**src/rtl/fetch_stage_pkg.sv**
```systemverilog
// Shared definitions for the instruction-fetch stage: FSM state encoding,
// PC increment and the default reset PC.
package fetch_stage_pkg;

  // Fetch sequencing states (2-bit encoding)
  typedef enum logic [1:0] {
    ST_IDLE  = 2'd0,
    ST_REQ   = 2'd1,
    ST_WAIT  = 2'd2,
    ST_VALID = 2'd3
  } fetch_state_t;

  // Byte distance between consecutive instructions
  localparam int unsigned PC_INCR = 32'd4;

  // PC loaded on reset unless the instance overrides it (must be word aligned)
  localparam int unsigned RESET_PC_DEFAULT = 32'd0;

endpackage

```
**src/rtl/fetch_stage_pc_register.sv**
```systemverilog
// Program counter register for the fetch stage. Holds PCF, loads a redirect
// target or advances by one instruction; the incrementer lives here so the
// fetch FSM can reuse PCF+4 for the IF/ID PC+4 value.
module pc_register
  import fetch_stage_pkg::*;
#(
  parameter int             size     = 31,
  parameter logic [size:0]  RESET_PC = '0
) (
  input  logic              clk,
  input  logic              clr_n,
  input  logic              load_en,
  input  logic [size:0]     load_val,
  input  logic              incr_en,
  output logic [size:0]     pcf,
  output logic [size:0]     pc_plus
);

  logic [size:0] pcf_r;

  // PC+4 wraps modulo 2^(size+1); no carry is kept
  assign pc_plus = pcf_r + (size+1)'(PC_INCR);
  assign pcf     = pcf_r;

  // PC register: a redirect load wins over the sequential increment
  always_ff @(posedge clk or negedge clr_n) begin
    if (!clr_n) begin
      pcf_r <= RESET_PC;
    end else if (load_en) begin
      pcf_r <= load_val;
    end else if (incr_en) begin
      pcf_r <= pc_plus;
    end else begin
      pcf_r <= pcf_r;
    end
  end

endmodule

```
**src/rtl/fetch_stage.sv**
```systemverilog
// Instruction-fetch stage. Issues one request at a time to a variable-latency
// instruction memory, holds the returned word and its PC+4 for IF/ID, and
// applies decode redirects. A redirect while a fetch is in flight marks that
// fetch stale so its response is thrown away when it arrives.
module fetch_stage
  import fetch_stage_pkg::*;
#(
  parameter int             size     = 31,
  parameter logic [size:0]  RESET_PC = (size+1)'(RESET_PC_DEFAULT)
) (
  input  logic              clk,
  input  logic              clr_n,
  input  logic              StallF,
  input  logic              PCSrcD,
  input  logic [size:0]     PCBranchD,
  input  logic              JumpD,
  input  logic [size:0]     PCJumpD,
  output logic              imem_req,
  output logic [size:0]     imem_addr,
  input  logic              imem_rvalid,
  input  logic [size:0]     imem_rdata,
  output logic [size:0]     RD,
  output logic [size:0]     PCPlusF,
  output logic              InstrValidF
);

  // Clears the two byte-offset bits of an address
  localparam logic [size:0] ALIGN_MASK = {{(size-1){1'b1}}, 2'b00};

  fetch_state_t  state_r;
  fetch_state_t  state_nx_s;
  logic          kill_r;
  logic          kill_nx_s;
  logic          redir_s;
  logic          consume_s;
  logic [size:0] raw_target_s;
  logic [size:0] target_s;
  logic          pc_load_s;
  logic          pc_incr_s;
  logic          capture_s;
  logic [size:0] pcf_s;
  logic [size:0] pc_plus_s;
  logic [size:0] rd_r;
  logic [size:0] pcplus_r;

  // A stalled stage neither consumes nor redirects; jump beats branch
  assign redir_s      = (JumpD | PCSrcD) & ~StallF;
  assign consume_s    = (state_r == ST_VALID) & ~StallF & ~redir_s;
  assign raw_target_s = JumpD ? PCJumpD : PCBranchD;
  assign target_s     = raw_target_s & ALIGN_MASK;

  pc_register #(
    .size     (size),
    .RESET_PC (RESET_PC)
  ) u_pc (
    .clk      (clk),
    .clr_n    (clr_n),
    .load_en  (pc_load_s),
    .load_val (target_s),
    .incr_en  (pc_incr_s),
    .pcf      (pcf_s),
    .pc_plus  (pc_plus_s)
  );

  // Next-state, kill flag and PC/output-register control
  always_comb begin
    state_nx_s = state_r;
    kill_nx_s  = kill_r;
    pc_load_s  = 1'b0;
    pc_incr_s  = 1'b0;
    capture_s  = 1'b0;
    case (state_r)
      ST_IDLE: begin
        state_nx_s = ST_REQ;
      end
      ST_REQ: begin
        state_nx_s = ST_WAIT;
        if (redir_s) begin
          pc_load_s = 1'b1;
          kill_nx_s = 1'b1;
        end else begin
          kill_nx_s = kill_r;
        end
      end
      ST_WAIT: begin
        if (!imem_rvalid) begin
          if (redir_s) begin
            pc_load_s = 1'b1;
            kill_nx_s = 1'b1;
          end else begin
            kill_nx_s = kill_r;
          end
        end else if (kill_r || redir_s) begin
          // Response belongs to a fetch that is no longer wanted
          kill_nx_s  = 1'b0;
          pc_load_s  = redir_s;
          state_nx_s = ST_REQ;
        end else begin
          capture_s  = 1'b1;
          state_nx_s = ST_VALID;
        end
      end
      ST_VALID: begin
        if (consume_s) begin
          pc_incr_s  = 1'b1;
          state_nx_s = ST_REQ;
        end else if (redir_s) begin
          pc_load_s  = 1'b1;
          state_nx_s = ST_REQ;
        end else begin
          state_nx_s = ST_VALID;
        end
      end
      default: begin
        state_nx_s = ST_IDLE;
        kill_nx_s  = 1'b0;
      end
    endcase
  end

  // FSM state and stale-fetch flag
  always_ff @(posedge clk or negedge clr_n) begin
    if (!clr_n) begin
      state_r <= ST_IDLE;
      kill_r  <= 1'b0;
    end else begin
      state_r <= state_nx_s;
      kill_r  <= kill_nx_s;
    end
  end

  // Held instruction and its PC+4; kept after consume since IF/ID has them
  always_ff @(posedge clk or negedge clr_n) begin
    if (!clr_n) begin
      rd_r     <= '0;
      pcplus_r <= '0;
    end else if (capture_s) begin
      rd_r     <= imem_rdata;
      pcplus_r <= pc_plus_s;
    end else begin
      rd_r     <= rd_r;
      pcplus_r <= pcplus_r;
    end
  end

  assign imem_req    = (state_r == ST_REQ);
  assign InstrValidF = (state_r == ST_VALID);
  assign imem_addr   = pcf_s & ALIGN_MASK;
  assign RD          = rd_r;
  assign PCPlusF     = pcplus_r;

endmodule

```
**config.mk**
```make
export PLATFORM = sky130hd
export DESIGN_NAME = fetch_stage
export DESIGN_NICKNAME = d
export VERILOG_FILES = /design/src/rtl/fetch_stage_pkg.sv /design/src/rtl/fetch_stage_pc_register.sv /design/src/rtl/fetch_stage.sv
export SDC_FILE = /design/constraint.sdc
export NUM_CORES = 1
export LEC_CHECK = 0
export ABC_AREA = 1
export ABC_CLOCK_PERIOD_IN_PS = 2700
export BUFFER_PORTS_ARGS = -buffer_cell sky130_fd_sc_hd__clkbuf_2
export CORE_MARGIN = 5
export CORE_UTILIZATION = 30
export DETAILED_ROUTE_END_ITERATION = 8
export PLACE_DENSITY = 0.55
export SETUP_SLACK_MARGIN = 0.05
export SYNTH_ARGS = -nofsm -noshare
export SYNTH_HDL_FRONTEND = slang
export SYNTH_HIERARCHICAL = 1
export SYNTH_SLANG_ARGS = --single-unit
```
**constraint.sdc**
```tcl
create_clock -name clk -period 2.7 [get_ports clk]
set_input_delay 0.135 -clock clk [delete_from_list [all_inputs] [get_ports clk]]
set_output_delay 0.135 -clock clk [all_outputs]
set_load 0.01 [all_outputs]
```
[Word-level counts from Yosys, hierarchy flattened]
Cells that the tools add are included.
Cells by class
  add/sub/neg operators: 1
  equality and inequality tests: 5
  reduce and logical (&&, ||, !) cells: 5
  bitwise gates (word level): 6
  mux-type cells: 22
Operators by type and width (number)
  two-way mux 32 bit: 3
  adder 32 x 3 -> 32 bit (second input constant): 1
  two-way mux 1 bit: 12
  two-way mux 2 bit: 4
  case mux 2 bit (4 select lines): 1
  equality test 2 bit (second input constant): 2
  nonzero test 2 bit: 2
  bitwise AND 1 bit: 3
  != test 3 bit (second input constant): 1
  case mux 1 bit (3 select lines): 1
  equality test 2 x 1 -> 1 bit (second input constant): 1
  zero test 2 bit: 1
  != test 2 bit (second input constant): 1
  NOT 1 bit: 2
  case mux 1 bit (2 select lines): 1
  AND reduction 2 bit: 1
  logical OR 1 bit: 1
  bitwise OR 1 bit: 1
Storage, ports and cells
  logic and storage cells: 44
  input bits: 102
  bits in registers: 99

[Longest topological paths before layout]
Gate-level depths: netlist of the first run.
  depth in word-level cells: 8
  gate-level depth with buffers: 10
  gate-level depth less buffers: 10

[Cells and area by module]
The synthesis of the first run kept the hierarchy.
By module, submodules not included
  fetch_stage: instances 1, cells each 351, area each 3241.9 um^2
  pc_register: instances 1, cells each 315, area each 2273.4 um^2

[Worst setup path after synthesis of the first run]
Ideal clock, no wire load.
  path kind: flip-flop to flip-flop
  start: register u_pc.pcf_r[2] (netlist: u_pc/pcf[2])
  end: register pcplus_r[26] (netlist: PCPlusF[26])
  period minus slack after synthesis: 1616 ps
  setup time: 118 ps
  setup slack: 1084 ps
  data arrival time: 1498 ps
  stages on the path, launching flop included: 10
  cells stage by stage: dfrtp_1 -> ha_1 -> nand2_1 -> nor2_2 -> nand2_4 -> nor2_4 -> nand3_1 -> and2_1 -> nand4_1 -> nand2_1
On the way
  word-level cells in the longest chain between the ends: 1
Ends and longest elaborated chain
  start: declaration: line fetch_stage_pc_register.sv:19  | logic [size:0] pcf_r;
  start signal: assignment: line fetch_stage_pc_register.sv:30  | pcf_r <= load_val;
  start signal: assignment: line fetch_stage_pc_register.sv:32  | pcf_r <= pc_plus;
  start signal: assignment: line fetch_stage_pc_register.sv:34  | pcf_r <= pcf_r;
  adder 32 x 3 -> 32 bit: line fetch_stage_pc_register.sv:22  | assign pc_plus = pcf_r + (size+1)'(PC_INCR);
  net pc_plus_s[26]: line fetch_stage.sv:42  | logic [size:0] pc_plus_s;
  end signal: assignment: line fetch_stage.sv:139  | pcplus_r <= pc_plus_s;
  end signal: assignment: line fetch_stage.sv:142  | pcplus_r <= pcplus_r;
  end: declaration: line fetch_stage.sv:44  | logic [size:0] pcplus_r;
The timed path passes the listed nets, and every way through them passes these cells.
A chain may end at the register's enable or synchronous reset.

[Worst setup path in the final report of the first run]
  start: register state_r[1]
  end: register u_pc.pcf_r[6] (netlist: u_pc/pcf[6])
On the way
  word-level cells in the longest chain between the ends: 6
  elaborated cells on any way between the ends: 11
  classes of those cells: eq/ne: 3; mux: 5; bitwise: 2; reduce/logical: 1
Ends and longest elaborated chain
  start: declaration: line fetch_stage.sv:30  | fetch_state_t state_r;
  start signal: assignment: line fetch_stage.sv:127  | state_r <= state_nx_s;
  equality test 2 bit (*): line fetch_stage.sv:48, fetch_stage.sv:72
  bitwise AND 1 bit (2 in series): line fetch_stage.sv:48  | assign consume_s = (state_r == ST_VALID) & ~StallF & ~redir_s;
  two-way mux 1 bit: line fetch_stage.sv:104  | if (consume_s) begin
  two-way mux 1 bit (*): line fetch_stage.sv:72  | case (state_r)
  net pc_incr_s: line fetch_stage.sv:39  | logic pc_incr_s;
  nonzero test 2 bit (no source line) (*)
The timed path passes the listed nets; every way through them passes the cells marked *.

==> impl_metrics.toml, run 1 <==
[critical_path]
worstSetupPathType = "reg2reg"
cp_slowest_cell = "dfrtp_1"
end_kind = "flip-flop"
path_common_cell = "inv_1"
worstSetupStartpointType = "flip-flop"
rr_worst_depth = 7
path_cells = "nand2_1 > nor3_1 > inv_1 > nor2_2 > buf_4 > inv_1 > o211ai_1"
slowest_delay_ps = 400
rr_endpoint = "u_pc/pcf[6]"
worstPathArrival_ps = 2060
cp.required_ps = 2970
crit_fanout = 24
r2r-start = "state_r[1]"
reg2reg_slack_ps = 900
path_buf_inv = 3
critPathTopFamily = "buffers and inverters"

[sta]
finClkSkew_ps = 7.012
fmax_mhz = 556.5
rsz0062_at_grt = "no"
slew_viol_final = 0
fin_hold_ws_ps = 16.23
tightestPinTransition_ps = 792.5
fin_crit_sh_pct = 66.55
tns_ps = 0
timing.slew.headroom_pct = 47.16
fin_crit_ps = 1797
fin_ws_ps = 903.0
hold_viol_final = 0
setup_viol = 0

[drt]
drt_iter0_drc = 266
wl_met1_um = 8094
drc = 0
wl_um = 17420
antenna_left = 0
first_pass_iters = 5
vias = 5064
top_layer = "met4"
dr_wl_met3_um = 1276
wl_met2_um = 7711
vias_per_cell = 4.711
wl_per_cell_um = 16.21

[clock_tree]
cts_buffer_depth = 2
cts_setup_buffers = 0
clk_pin_slew_ps = 70
numCtsBuffers = 9
clkSinkCount = 99
insertion_delay_ps = 350
clk_root_buffer_cell = "clkbuf_16"
cts_tree = "done"
htree_levels = 3

[final_layout]
final_nets = 944
final_cell_mix = "nand2_1, clkbuf_2, dfrtp_1"
drive_above_1_share_pct = 33.33
antenna_cells = 0
stdcell_count = 1075
synthToLayoutAreaGrowth_pct = 26.89
utilization_pct = 38.72
finish.instance_area_um2 = 6979
layout_commonest_cell = "nand2_1"

[run_status]
status = "completed"

[global_route]
grt_max_degree = 67
grt_pass1_vias = 5155
grt_first_pass_wirelength_um = 28080
grtUsageTotal_pct = 16.29
antenna_found_initial = 0
gr-total-overflow = 0

[floorplan]
core_area_um2 = 18020
die_w_um = 145.4
start_util_pct = 30.52
dieArea_um2 = 21140
fp.dieH_um = 145.4
io_pins = 200
num_rows = 49

[place]
globalplace.congestion = 0.8255
pre_cts_ws_ps = 896.5
post_dp_cell_area_um2 = 6659
place_inst = 1058
io_buffers = 193
hpwl_um = 12130

[pwr]
total_power_mw = 7.376
powerDensity_nw_per_um2 = 1057
p_leak_nw = 3.679
worst_ir_drop_vdd_v = 0.0003468

[worst_hold_path]
min_to = "RD[6]"
min_path_cells = 3
hp-class = "in2reg"
hold_path_startpoint = "imem_rdata[6]"

[synthesis]
syn_avg_cell_area_um2 = 8.284
yosysWarningCount = 6
syn_inst = 664
synthesis.area_um2 = 5500

[run]
maxCapViolCount = 0
[sequential cells by signal, summed over array words and instances, names as in the netlist]
signal,cells
u_pc/pcf,32
RD,32
PCPlusF,32
state_r,2
kill_r,1
[worst reg2reg max path: stages, from the launching register on]
cell and delay [ps]:
dfrtp_1 400, nand2_1 80, nor3_1 330, inv_1 90
nor2_2 80, buf_4 300, inv_1 220, o211ai_1 200
[power breakdown]
group	internal, mW	switching (mW)	total (mW)
registers	2.20	0.667	2.87
logic	1.21	1.92	3.13
clock network	0.810	0.564	1.37
[layer usage]
metal	GRT usage [%]	vias to the layer above
li1	-	2541
met1	22.64	2344
met2	25.07	161
met3	3.550	18
met4	5.830	0
met5	0	-
[worst max path at each step]
stage	start	end	slack (ps)	cells after the start
after floorplan	u_pc/pcf[2]	PCPlusF[26]	1080	9
after global placement	state_r[1]	u_pc/pcf[6]	910	7
after detailed placement	state_r[1]	u_pc/pcf[6]	900	7
after CTS	state_r[1]	u_pc/pcf[6]	880	7
after global routing	state_r[1]	u_pc/pcf[6]	630	7
final	state_r[1]	u_pc/pcf[6]	900	7
[final cells by class]
class,instances,area [um^2]
clock buffer,11,232.7
inverter,32,120.1
timing repair buffer,204,1091
fill,1907,11050
clock inverter,5,77.57
tap,229,286.5
multi-input combinational,495,2694
sequential,99,2477
[repair_timing]
item	CTS	global route
hold endpoints to repair	37	0
resized for setup	0	0
hold buffers	1	0
setup endpoints to repair	0	0
Note: power is estimated with default switching activity, not from simulation.
==> run 2: changes to the inputs <==
--- a/config.mk
+++ b/config.mk
@@ -5,13 +5,13 @@
 export SDC_FILE = /design/constraint.sdc
 export NUM_CORES = 1
 export LEC_CHECK = 0
-export ABC_AREA = 1
-export ABC_CLOCK_PERIOD_IN_PS = 2700
+export ABC_AREA = 0
+export ABC_CLOCK_PERIOD_IN_PS = 1550
 export BUFFER_PORTS_ARGS = -buffer_cell sky130_fd_sc_hd__clkbuf_2
 export CORE_MARGIN = 5
 export CORE_UTILIZATION = 30
 export DETAILED_ROUTE_END_ITERATION = 8
-export PLACE_DENSITY = 0.55
+export PLACE_DENSITY = 0.57
 export SETUP_SLACK_MARGIN = 0.05
 export SYNTH_ARGS = -nofsm -noshare
 export SYNTH_HDL_FRONTEND = slang
==> constraint.sdc (replaced) <==
create_clock -name clk -period 1.55 [get_ports clk]
set_input_delay 0.0775 -clock clk [delete_from_list [all_inputs] [get_ports clk]]
set_output_delay 0.0775 -clock clk [all_outputs]
set_load 0.01 [all_outputs]
==> run 2 against run 1 <==
  * The run now ends with negative setup slack left
  * Total power rose by 90%
  * Register-to-register slack got worse by 1500 ps
  * Flip-flop and latch count did not move
  * Critical path depth did not move
  * Wire length rose by 9.5%
  * Synthesized area fell by 4.0%
  * First-iteration DRC count fell by 24%
  * Core utilization rose by 14 points
  * Synthesized cell count fell by 28%
  * Largest cell class unchanged
==> impl_metrics.toml, run 2 <==
[floorplan]
core_area_um2 = 17300
io_pins = 200
die_w_um = 142.6
start_util_pct = 30.51
dieArea_um2 = 20340
fp.dieH_um = 142.6
num_rows = 48

[critical_path]
worstPathArrival_ps = 2430
cp_slowest_cell = "or4_4"
path_common_cell = "or4_4"
slowest_delay_ps = 490
worstSetupPathType = "reg2reg"
crit_fanout = 5
cp.required_ps = 1810
worstSetupStartpointType = "flip-flop"
reg2reg_slack_ps = -610
end_kind = "flip-flop"
path_cells = "nand2_2 > nor4_2 > buf_4 > nand4_1 > or4_4 > or4_4 > a31oi_1"

[drt]
vias_per_cell = 4.767
drc = 0
wl_um = 19070
antenna_left = 0
wl_per_cell_um = 17.86
vias = 5091
drt_iter0_drc = 202
first_pass_iters = 4

[clock_tree]
clkSinkCount = 99
htree_levels = 3
cts_buffer_depth = 2
clk_root_buffer_cell = "clkbuf_16"
insertion_delay_ps = 350
numCtsBuffers = 9
clk_pin_slew_ps = 70
cts_tree = "done"

[sta]
fmax_mhz = 462.5
fin_hold_ws_ps = 69.31
finClkSkew_ps = 9.670
hold_viol_final = 0
setup_viol = 92
fin_crit_ps = 2162
tns_ps = -33870
slew_viol_final = 0
fin_ws_ps = -612.2
fin_crit_sh_pct = 139.5
rsz0062_at_grt = "yes"

[pwr]
switching_share_pct = 36.14
power.share.clock_pct = 17.3
power.internal_mw = 8.939
powerDensity_nw_per_um2 = 1548
p_leak_nw = 4.267
pwr-share-seq_pct = 32.4
total_power_mw = 14.00
worst_ir_drop_vdd_v = 0.0007300
p_sw_mw = 5.059
p_comb_share_pct = 50.3

[place]
io_buffers = 193
hpwl_um = 13640
globalplace.congestion = 0.8818
post_dp_cell_area_um2 = 7665

[synthesis]
synthesis.area_um2 = 5278
syn_avg_cell_area_um2 = 11.06
yosysWarningCount = 6
syn_inst = 477

[final_layout]
utilization_pct = 52.29
multiInputGateArea_um2 = 3169
final_cell_mix = "clkbuf_2, buf_4, dfrtp_1"
antenna_cells = 0
layout_commonest_cell = "clkbuf_2"
final_nets = 941
finish.instance_area_um2 = 9045
register_area_um2 = 2485
drive_above_1_share_pct = 62.04
synthToLayoutAreaGrowth_pct = 71.38
fill_cells = 1552

[global_route]
grtUsageTotal_pct = 18.20
antenna_found_initial = 0
grt_first_pass_wirelength_um = 29240
gr-total-overflow = 0
grt_pass1_vias = 5517
grt_max_degree = 36

[run_status]
status = "finished with violations"
violations = "negative setup slack"

[worst_hold_path]
hp-class = "in2reg"

[run]
maxCapViolCount = 0
run 2: cell types whose count changed in the layout (fill, tap and decap cells not counted), moves of 12 or more:
cell and change:
a22oi_1 -26, a31oi_1 +13, buf_4 +99, buf_6 +31
dlygate4sd3_1 +33, inv_1 -23, mux2_4 +66, nand2_1 -235
nand4_1 -47, nor2_1 -12, xnor2_1 +24
run 2: worst paths after layout:
check                           depth (start not counted)            to   startpoint
worst min register to register                          1   PCPlusF[12]  PCPlusF[12]
worst max register to register                          7  u_pc/pcf[22]   state_r[0]
max in group asynchronous                               3   PCPlusF[21]        clr_n
worst max-delay path                                    7  u_pc/pcf[22]   state_r[0]
min in group asynchronous                               2        RD[29]        clr_n
worst min-delay path                                    4   u_pc/pcf[7]   PCJumpD[7]
run 2: stage by stage:
stage	setup slack (ps)	cells
finish	-612.2	1068
global route	-637.6	1068
detailed placement	-558.2	985
global placement	-469.9	985
CTS	-472.9	1057
floorplan	-551.0	480
run 2: what timing repair did:
item                       in CTS  in global routing
gates resized for setup        76                 44
hold buffers                   34                  0
cloned                          4                  3
hold endpoints to repair       65                  0
setup endpoints to repair      89                 97
pin swaps                      28                 19
setup buffers                  21                 16
run 2: power by group through the flow:
stage | combinational (mW) | sequential [mW] | clock [mW]
2_1_floorplan | 2.66 | 5.09 | 0
3_3_place_gp | 6.02 | 4.50 | 0
3_5_place_dp | 6.13 | 4.56 | 0
4_1_cts | 6.83 | 4.53 | 2.48
5_1_grt | 7.56 | 4.68 | 2.55
6_report | 7.04 | 4.54 | 2.42
run 2: final cells by class:
class	count	area share, %
Clock buffer	9	2.490
Clock inverter	7	0.9822
Inverter	10	0.4565
Multi-Input combinational cell	339	35.04
Sequential cell	99	27.47
Tap cell	225	3.112
Timing Repair Buffer	379	30.45
run 2: worst max-delay path, delay by kind of cell (launching register included):
| family | cells | cell delay (ps) |
|---|---|---|
| buf+inv | 1 | 200 |
| simple gates | 5 | 1330 |
| compound gates | 1 | 160 |
| flops | 1 | 380 |
run 2: layer usage:
layer	vias up	global-route usage, %	share of wire [%]
li1	2435	-	-
met1	2490	22.67	42
met2	143	31.58	51
met3	23	3.115	4.8
met4	0	6.853	2.2
met5	-	0	0
